## src/rtl/riscv_pkg.sv

```systemverilog
// Shared RV32I memory-access definitions.
// Provides the responder state encoding and the load/store funct3 codes
// used by the data-memory responder and its lane-alignment helper.
package riscv_pkg;

  typedef enum logic [1:0] {
    IDLE = 2'd0,
    WAIT = 2'd1,
    RESP = 2'd2
  } mem_state_t;

  // Access size/sign encodings (stores reuse the LB/LH/LW codes).
  localparam logic [2:0] FUNCT3_LB  = 3'b000;
  localparam logic [2:0] FUNCT3_LH  = 3'b001;
  localparam logic [2:0] FUNCT3_LW  = 3'b010;
  localparam logic [2:0] FUNCT3_LBU = 3'b100;
  localparam logic [2:0] FUNCT3_LHU = 3'b101;

endpackage

```

## src/rtl/lsu_align.sv

```systemverilog
// Combinational lane steering for RV32I loads and stores.
// Ports:
//   we     - 1 = store, 0 = load
//   funct3 - access size/sign
//   lane   - byte offset within the word (addr[1:0])
//   wdata  - right-aligned store data
//   rword  - full 32-bit word read from storage
//   be     - byte enables for a legal store (all zero for loads/faults)
//   wword  - store data replicated onto the addressed lanes
//   rdata  - extended load result
//   fault  - illegal funct3, store-only illegal code, or misalignment
module lsu_align
  import riscv_pkg::*;
(
  input  logic        we,
  input  logic [2:0]  funct3,
  input  logic [1:0]  lane,
  input  logic [31:0] wdata,
  input  logic [31:0] rword,
  output logic [3:0]  be,
  output logic [31:0] wword,
  output logic [31:0] rdata,
  output logic        fault
);

  // Addressed byte/halfword moved down to bit 0.
  logic [15:0] shifted;

  always_comb begin
    shifted = 16'(rword >> {lane, 3'b000});
    be      = 4'b0000;
    wword   = 32'h0;
    rdata   = 32'h0;
    fault   = 1'b0;
    case (funct3)
      FUNCT3_LB: begin
        be    = 4'b0001 << lane;
        wword = {4{wdata[7:0]}};
        rdata = {{24{shifted[7]}}, shifted[7:0]};
      end
      FUNCT3_LBU: begin
        fault = we;
        rdata = {24'h0, shifted[7:0]};
      end
      FUNCT3_LH: begin
        fault = lane[0];
        be    = lane[1] ? 4'b1100 : 4'b0011;
        wword = {2{wdata[15:0]}};
        rdata = {{16{shifted[15]}}, shifted};
      end
      FUNCT3_LHU: begin
        fault = we | lane[0];
        rdata = {16'h0, shifted};
      end
      FUNCT3_LW: begin
        fault = (lane != 2'b00);
        be    = 4'b1111;
        wword = wdata;
        rdata = rword;
      end
      default: fault = 1'b1;
    endcase
    // Loads and faulting stores never enable a lane.
    if (!we || fault) be = 4'b0000;
  end

endmodule

```

## src/rtl/dmem_responder.sv

```systemverilog
// Data-memory responder for an RV32I MEM stage.
// Accepts one request at a time (valid/ready), waits WAIT_STATES cycles,
// then presents a response held until consumed (valid/ready).
// Ports:
//   clk, rst                    - clock, asynchronous active-high reset
//   req_valid/req_ready         - request handshake
//   req_we/req_funct3/req_addr/req_wdata - request contents
//   rsp_valid/rsp_ready         - response handshake
//   rsp_rdata/rsp_err           - load result / access fault
//   busy                        - high whenever not IDLE (pipeline stall)
module dmem_responder
  import riscv_pkg::*;
#(
  parameter int ENTRY_COUNT = 32,
  parameter int WAIT_STATES = 1
) (
  input  logic        clk,
  input  logic        rst,
  input  logic        req_valid,
  output logic        req_ready,
  input  logic        req_we,
  input  logic [2:0]  req_funct3,
  input  logic [31:0] req_addr,
  input  logic [31:0] req_wdata,
  output logic        rsp_valid,
  input  logic        rsp_ready,
  output logic [31:0] rsp_rdata,
  output logic        rsp_err,
  output logic        busy
);

  localparam int IDX_W = (ENTRY_COUNT > 1) ? $clog2(ENTRY_COUNT) : 1;

  mem_state_t  state, state_next;
  logic [2:0]  count;
  logic        we_q;
  logic [2:0]  funct3_q;
  logic [31:0] addr_q, wdata_q;
  logic [31:0] rdata_q;
  logic        err_q;
  logic [31:0] mem [ENTRY_COUNT];

  logic        handshake, enter_resp, in_range, access_err;
  logic        eff_we;
  logic [2:0]  eff_funct3;
  logic [31:0] eff_addr, eff_wdata, rword;
  logic [29:0] word_index;
  logic [IDX_W-1:0] idx;
  logic [3:0]  be;
  logic [31:0] wword, ext_rdata;
  logic        fault;

  assign handshake = req_valid && (state == IDLE);

  // With zero wait states the commit edge is the handshake edge itself, so
  // the live request is used in IDLE and the captured copy afterwards.
  assign eff_we     = (state == IDLE) ? req_we     : we_q;
  assign eff_funct3 = (state == IDLE) ? req_funct3 : funct3_q;
  assign eff_addr   = (state == IDLE) ? req_addr   : addr_q;
  assign eff_wdata  = (state == IDLE) ? req_wdata  : wdata_q;

  assign word_index = eff_addr[31:2];
  assign in_range   = ({2'b00, word_index} < 32'(ENTRY_COUNT));
  assign idx        = word_index[IDX_W-1:0];
  assign rword      = in_range ? mem[idx] : 32'h0;

  lsu_align u_align (
    .we     (eff_we),
    .funct3 (eff_funct3),
    .lane   (eff_addr[1:0]),
    .wdata  (eff_wdata),
    .rword  (rword),
    .be     (be),
    .wword  (wword),
    .rdata  (ext_rdata),
    .fault  (fault)
  );

  assign access_err = fault || !in_range;
  assign enter_resp = (state_next == RESP) && (state != RESP);

  // State register and wait counter
  always_ff @(posedge clk or posedge rst) begin
    if (rst) begin
      state <= IDLE;
      count <= 3'd0;
    end else begin
      state <= state_next;
      if (handshake && (WAIT_STATES > 0))
        count <= 3'(WAIT_STATES - 1);
      else if ((state == WAIT) && (count != 3'd0))
        count <= count - 3'd1;
    end
  end

  // Next-state logic
  always_comb begin
    state_next = state;
    case (state)
      IDLE:    if (req_valid) state_next = (WAIT_STATES > 0) ? WAIT : RESP;
      WAIT:    if (count == 3'd0) state_next = RESP;
      RESP:    if (rsp_ready) state_next = IDLE;
      default: state_next = IDLE;
    endcase
  end

  // Outputs
  always_comb begin
    req_ready = (state == IDLE);
    rsp_valid = (state == RESP);
    busy      = (state != IDLE);
    rsp_rdata = rdata_q;
    rsp_err   = err_q;
  end

  // Request capture
  always_ff @(posedge clk or posedge rst) begin
    if (rst) begin
      we_q     <= 1'b0;
      funct3_q <= 3'd0;
      addr_q   <= 32'h0;
      wdata_q  <= 32'h0;
    end else if (handshake) begin
      we_q     <= req_we;
      funct3_q <= req_funct3;
      addr_q   <= req_addr;
      wdata_q  <= req_wdata;
    end
  end

  // Response registers: sampled once on the edge that enters RESP and held.
  always_ff @(posedge clk or posedge rst) begin
    if (rst) begin
      rdata_q <= 32'h0;
      err_q   <= 1'b0;
    end else if (enter_resp) begin
      err_q   <= access_err;
      rdata_q <= (access_err || eff_we) ? 32'h0 : ext_rdata;
    end
  end

  // Storage: cleared by reset, so it is built from registers.
  always_ff @(posedge clk or posedge rst) begin
    if (rst) begin
      for (int i = 0; i < ENTRY_COUNT; i++) mem[i] <= 32'h0;
    end else if (enter_resp && !access_err) begin
      for (int b = 0; b < 4; b++)
        if (be[b]) mem[idx][b*8 +: 8] <= wword[b*8 +: 8];
    end
  end

endmodule

```

## config.mk

```make
export PLATFORM = sky130hd
export DESIGN_NAME = dmem_responder
export DESIGN_NICKNAME = d
export VERILOG_FILES = /design/src/rtl/riscv_pkg.sv /design/src/rtl/lsu_align.sv /design/src/rtl/dmem_responder.sv
export SDC_FILE = /design/constraint.sdc
export NUM_CORES = 2
export LEC_CHECK = 0
export CORE_UTILIZATION = 56
export CTS_CLUSTER_DIAMETER = 30
export CTS_CLUSTER_SIZE = 8
export DETAILED_ROUTE_END_ITERATION = 7
export GPL_TIMING_DRIVEN = 0
export HOLD_SLACK_MARGIN = 0.02
export PLACE_DENSITY_LB_ADDON = 0.2
export SLEW_MARGIN = 10
export SYNTH_ARGS = -nofsm -noshare
export SYNTH_HDL_FRONTEND = slang
export SYNTH_HIERARCHICAL = 1
export SYNTH_SLANG_ARGS = --single-unit
```

## constraint.sdc

```tcl
create_clock -name clk -period 46.3 [get_ports clk]
set_input_delay 4.63 -clock clk [delete_from_list [all_inputs] [get_ports clk]]
set_output_delay 4.63 -clock clk [all_outputs]
set_load 0.03 [all_outputs]
```

==> metrics.md <==
| Metric | Value |
|---|---|
| Die W | 306.0 um |
| Gate Count Post-Synth | 4039 |
| HP Start | mem[42]$_DFFE_PP0P_ |
| RSZ-0062 raised after global routing | no |
| Setup Skew | 30.37 ps |
| FMAX | 96.13 MHz |
| Comb power frac | 0.361 |
| Crit path buf inv count | 3 |
| Setup TNS | 0 ps |
| Congestion Overflow GR | 0 |
| Layout Area Growth over Synthesis | 21.61% |
| Crit path largest cell delay | 1180 ps |
| Sw Share | 0.4141 |
| Critical R2R Capture | rsp_rdata[12]$_DFFE_PP0P_ |
| R2R Setup Slk | 39550 ps |
| Worst hold stages | 1 |
| EDFF count, synth | 0 |
| Max-slew headroom | -0.07366 |
| Post-Syn Area | 51740 um2 |
| Wire per inst | 33.53 um |
| Number of hold violations in the final report | 0 |
| Failing checks | max-capacitance violations, max-slew violations |
| Vias | 39540 |
| DIE HEIGHT | 306.0 um |
| Max cap viols | 2 |
| Post-cts resize count | 0 |
| Crit path cell chain | clkdlybuf4s50_1 > nor4b_1 > a31oi_1 > buf_2 > clkbuf_1 > o22ai_1 > o21ai_0 > nand2_1 > nor4_1 > mux2i_1 > mux2_2 > nor4_4 > a221o_1 > a22o_1 |
| Delay-heaviest family, CP | compound AO/OA/AOI/OAI gates |
| Pin slew with the least headroom to its limit | 1596 ps |
| Post-route DRC | 0 |
| Sw Pwr | 1.799 mW |
| Util after Layout | 0.6874 |
| All-Layer GR Usage | 0.4177 |
| Vias per Instance | 6.856 |
| ANT cells | 0 |
| I/O pin count | 108 |
| Final Power | 4.343 mW |
| Vias in the first global route | 39580 |
| Fin worst setup slack | 35900 ps |
| Reg power frac | 0.240 |
| Crit path max fanout | 10 |
| HPWL reported at the end of detailed placement | 136200 um |
| Power Density | 69.03 nW/um2 |
| Clk slew on worst S/H paths | 40 ps |
| Setup Fix Bufs, Post-CTS | 0 |
| Nets | 4469 |
| Hold Buf Count CTS | 0 |
| Row count | 111 |
| Post-synth net total | 4113 |
| CTS tree | done |
| Clock sinks | 1130 |
| Post-synth ARST share | 1.000 |
| Part of the power in the clock network | 0.399 |
| WHS Endpoint | mem[42]$_DFFE_PP0P_ |
| Predominant post-synthesis flop cell | dfrtp_1 |
| Cell variety after synth | 60 |
| Status | finished with violations |
| Clk buf depth | 3 |
| Drt total wl | 193400 um |
| Total die area | 93610 um2 |
| Worst EP arrival | 11140 ps |
| Critical Path RT | 47040 ps |
| Worst-skew pair later-pin latency | 820 ps |
| Critical R2R Launch | state[0]$_DFF_PP0_ |
| Worst Hold Class | flop to flop |
| Initial antenna violation count | 12 |
| Starting density of the core | 0.5653 |
| P_leak | 30.67 nW |
| Input/output buffers | 107 |
| Yosys reg bits | 1130 |
| Minimum clock period | 10400 ps |
| Antenna Violating Nets Remaining | 0 |
| CTS root buf | clkbuf_16 |
| Final Cycle Share | 0.2247 |
| Layout cells sized above 1 | 0.3761 |
| CTS buffer count | 230 |
| Largest net degree at the start of global routing | 121 |
| Finished layout cell area | 62920 um2 |
| Final Setup Violations | 0 |
| H-tree depth | 4 |
| Drt pass-1 iters | 7 |
| Critical Path Slowest Stage Cell | nor4_1 |
| Initial DRC Count | 5135 |
| Seq/Total Area, Yosys | 0.5466 |
| Setup crit start kind | input pin |
| DP Area | 54710 um2 |
| R2R depth | 14 |
| Setup CP Type | input pin to flop |
| Pint | 2.545 mW |
| Pre-CTS WS | 35540 ps |
| Syn Area/Cell | 12.81 um2 |
| First-pass GRT wire length | 278900 um |
| RePlAce Congestion | 1.021 |
| Crit path capture type | flop |
| Area of the core | 91520 um2 |
| Syn. warnings | 6 |
| Peak supply drop | 0.06036 mV |
| Fin. max-slew vios | 3 |
-- synthesized netlist by cell type, drive strengths merged, types with 3 or more instances --
cell type	n	area, um2
dfrtp	1130	28280
a21oi	44	220.2
nand2b	15	93.84
or2	4	25.03
o2111ai	16	140.1
nand4	4	25.02
nor4b	3	32.53
nand2	178	693.2
nor4	29	196.4
nor2	99	371.6
o22ai	514	3216
and2	14	87.58
mux2i	5	53.80
buf	87	483.0
clkbuf	235	882.1
nand3	31	155.2
a22o	42	367.9
nor2b	13	81.33
a31oi	3	25.02
a22oi	7	52.55
a2bb2oi	16	140.1
nor3	151	2091
inv	11	43.80
mux2	1100	12390
o21ai	255	1284
a221o	7	70.07
o211ai	5	37.54
-- area by class of cell --
cell class	instances	area, um2
Clock inverter	115	1734
Buffer	322	1371
Fill cell	6388	28610
Clock buffer	303	6464
Tap cell	1186	1484
Inverter	11	51.30
Timing Repair Buffer	124	1396
Sequential cell	1130	28280
Multi-Input combinational cell	2576	22140
-- flip-flops by register name, summed over array words and instances (netlist names) --
register and flops:
we_q 1, count 3, state 2, addr_q 32, funct3_q 3, mem 1024, rsp_err 1, rsp_rdata 32
wdata_q 32
-- power by group through the flow --
stage          logic (mW)  clock network (mW)  registers [mW]
2_1_floorplan       0.765                   0            1.05
3_3_place_gp         1.43                   0            1.06
3_5_place_dp         1.45                   0            1.05
4_1_cts              1.46                1.73            1.04
5_1_grt              1.57                1.78            1.04
6_report             1.57                1.73            1.04
-- metal layers --
layer,track usage,routed length [um]
met3,0.1568,24680
met2,0.5891,81830
met5,0,79
met1,0.5402,72270
met4,0.2705,14500
-- logic make-up after synthesis --
kind of cell / share of synthesized area
AO/OA/AOI/OAI: 0.1098
XOR/XNOR: 0.0001693
adder cells (fa/ha/maj): 0.0004836
buffers and inverters: 0.02723
flip-flops: 0.5466
multiplexers: 0.2405
AND/OR/NAND/NOR: 0.07531
-- cells in the final DEF, fill, tap and decap left out, types with 5 or more instances in the layout --
| cell | netlist | layout |
|---|---|---|
| nor4_2 | 0 | 8 |
| o211ai_1 | 5 | 5 |
| buf_16 | 0 | 10 |
| o21ai_0 | 252 | 251 |
| a22oi_1 | 7 | 7 |
| buf_1 | 17 | 16 |
| clkbuf_1 | 235 | 264 |
| clkinv_2 | 0 | 42 |
| o2111ai_1 | 16 | 16 |
| clkbuf_16 | 0 | 233 |
| nor3_2 | 17 | 25 |
| inv_1 | 10 | 9 |
| bufinv_16 | 0 | 37 |
| nor2_1 | 99 | 99 |
| nor4_1 | 28 | 20 |
| clkbuf_2 | 0 | 5 |
| nor3_4 | 111 | 111 |
| a2bb2oi_1 | 16 | 16 |
| a221o_1 | 7 | 7 |
| and2_1 | 14 | 14 |
| buf_4 | 15 | 21 |
| dfrtp_1 | 1130 | 1130 |
| clkinv_4 | 0 | 7 |
| mux2_2 | 1075 | 1075 |
| o22ai_1 | 514 | 514 |
| nor3_1 | 23 | 15 |
| clkbuf_8 | 0 | 37 |
| a22o_1 | 42 | 42 |
| nand2_1 | 168 | 168 |
| buf_2 | 50 | 51 |
| mux2_1 | 25 | 25 |
| clkdlybuf4s50_1 | 0 | 107 |
| nand2_2 | 10 | 10 |
| a21oi_1 | 44 | 44 |
| nand2b_1 | 15 | 15 |
| nor2b_1 | 13 | 13 |
| clkinvlp_4 | 0 | 18 |
| nand3_1 | 31 | 31 |
| buf_6 | 5 | 5 |
-- worst max-delay path by stage --
stage                      startpoint                         to  cells past startpoint
after global placement            rst       mem[437]$_DFFE_PP0P_                      2
after detailed placement  req_addr[2]  rsp_rdata[13]$_DFFE_PP0P_                     14
final                     req_addr[2]  rsp_rdata[12]$_DFFE_PP0P_                     14
after floorplan                   rst      addr_q[0]$_DFFE_PP0P_                      1
after global routing      req_addr[2]   rsp_rdata[1]$_DFFE_PP0P_                     13
after CTS                 req_addr[2]  rsp_rdata[13]$_DFFE_PP0P_                     14
-- per-stage QoR --
| stage | cells | hold slack, ps |
|---|---|---|
| 2_1_floorplan | 4039 | 458.9 |
| 3_3_place_gp | 5332 | 469.1 |
| 3_5_place_dp | 5349 | 476.9 |
| 4_1_cts | 5767 | 487.1 |
| 5_1_grt | 5767 | 497.4 |
| 6_report | 5767 | 489.9 |
No activity file was read; power rests on OpenSTA's default activity.
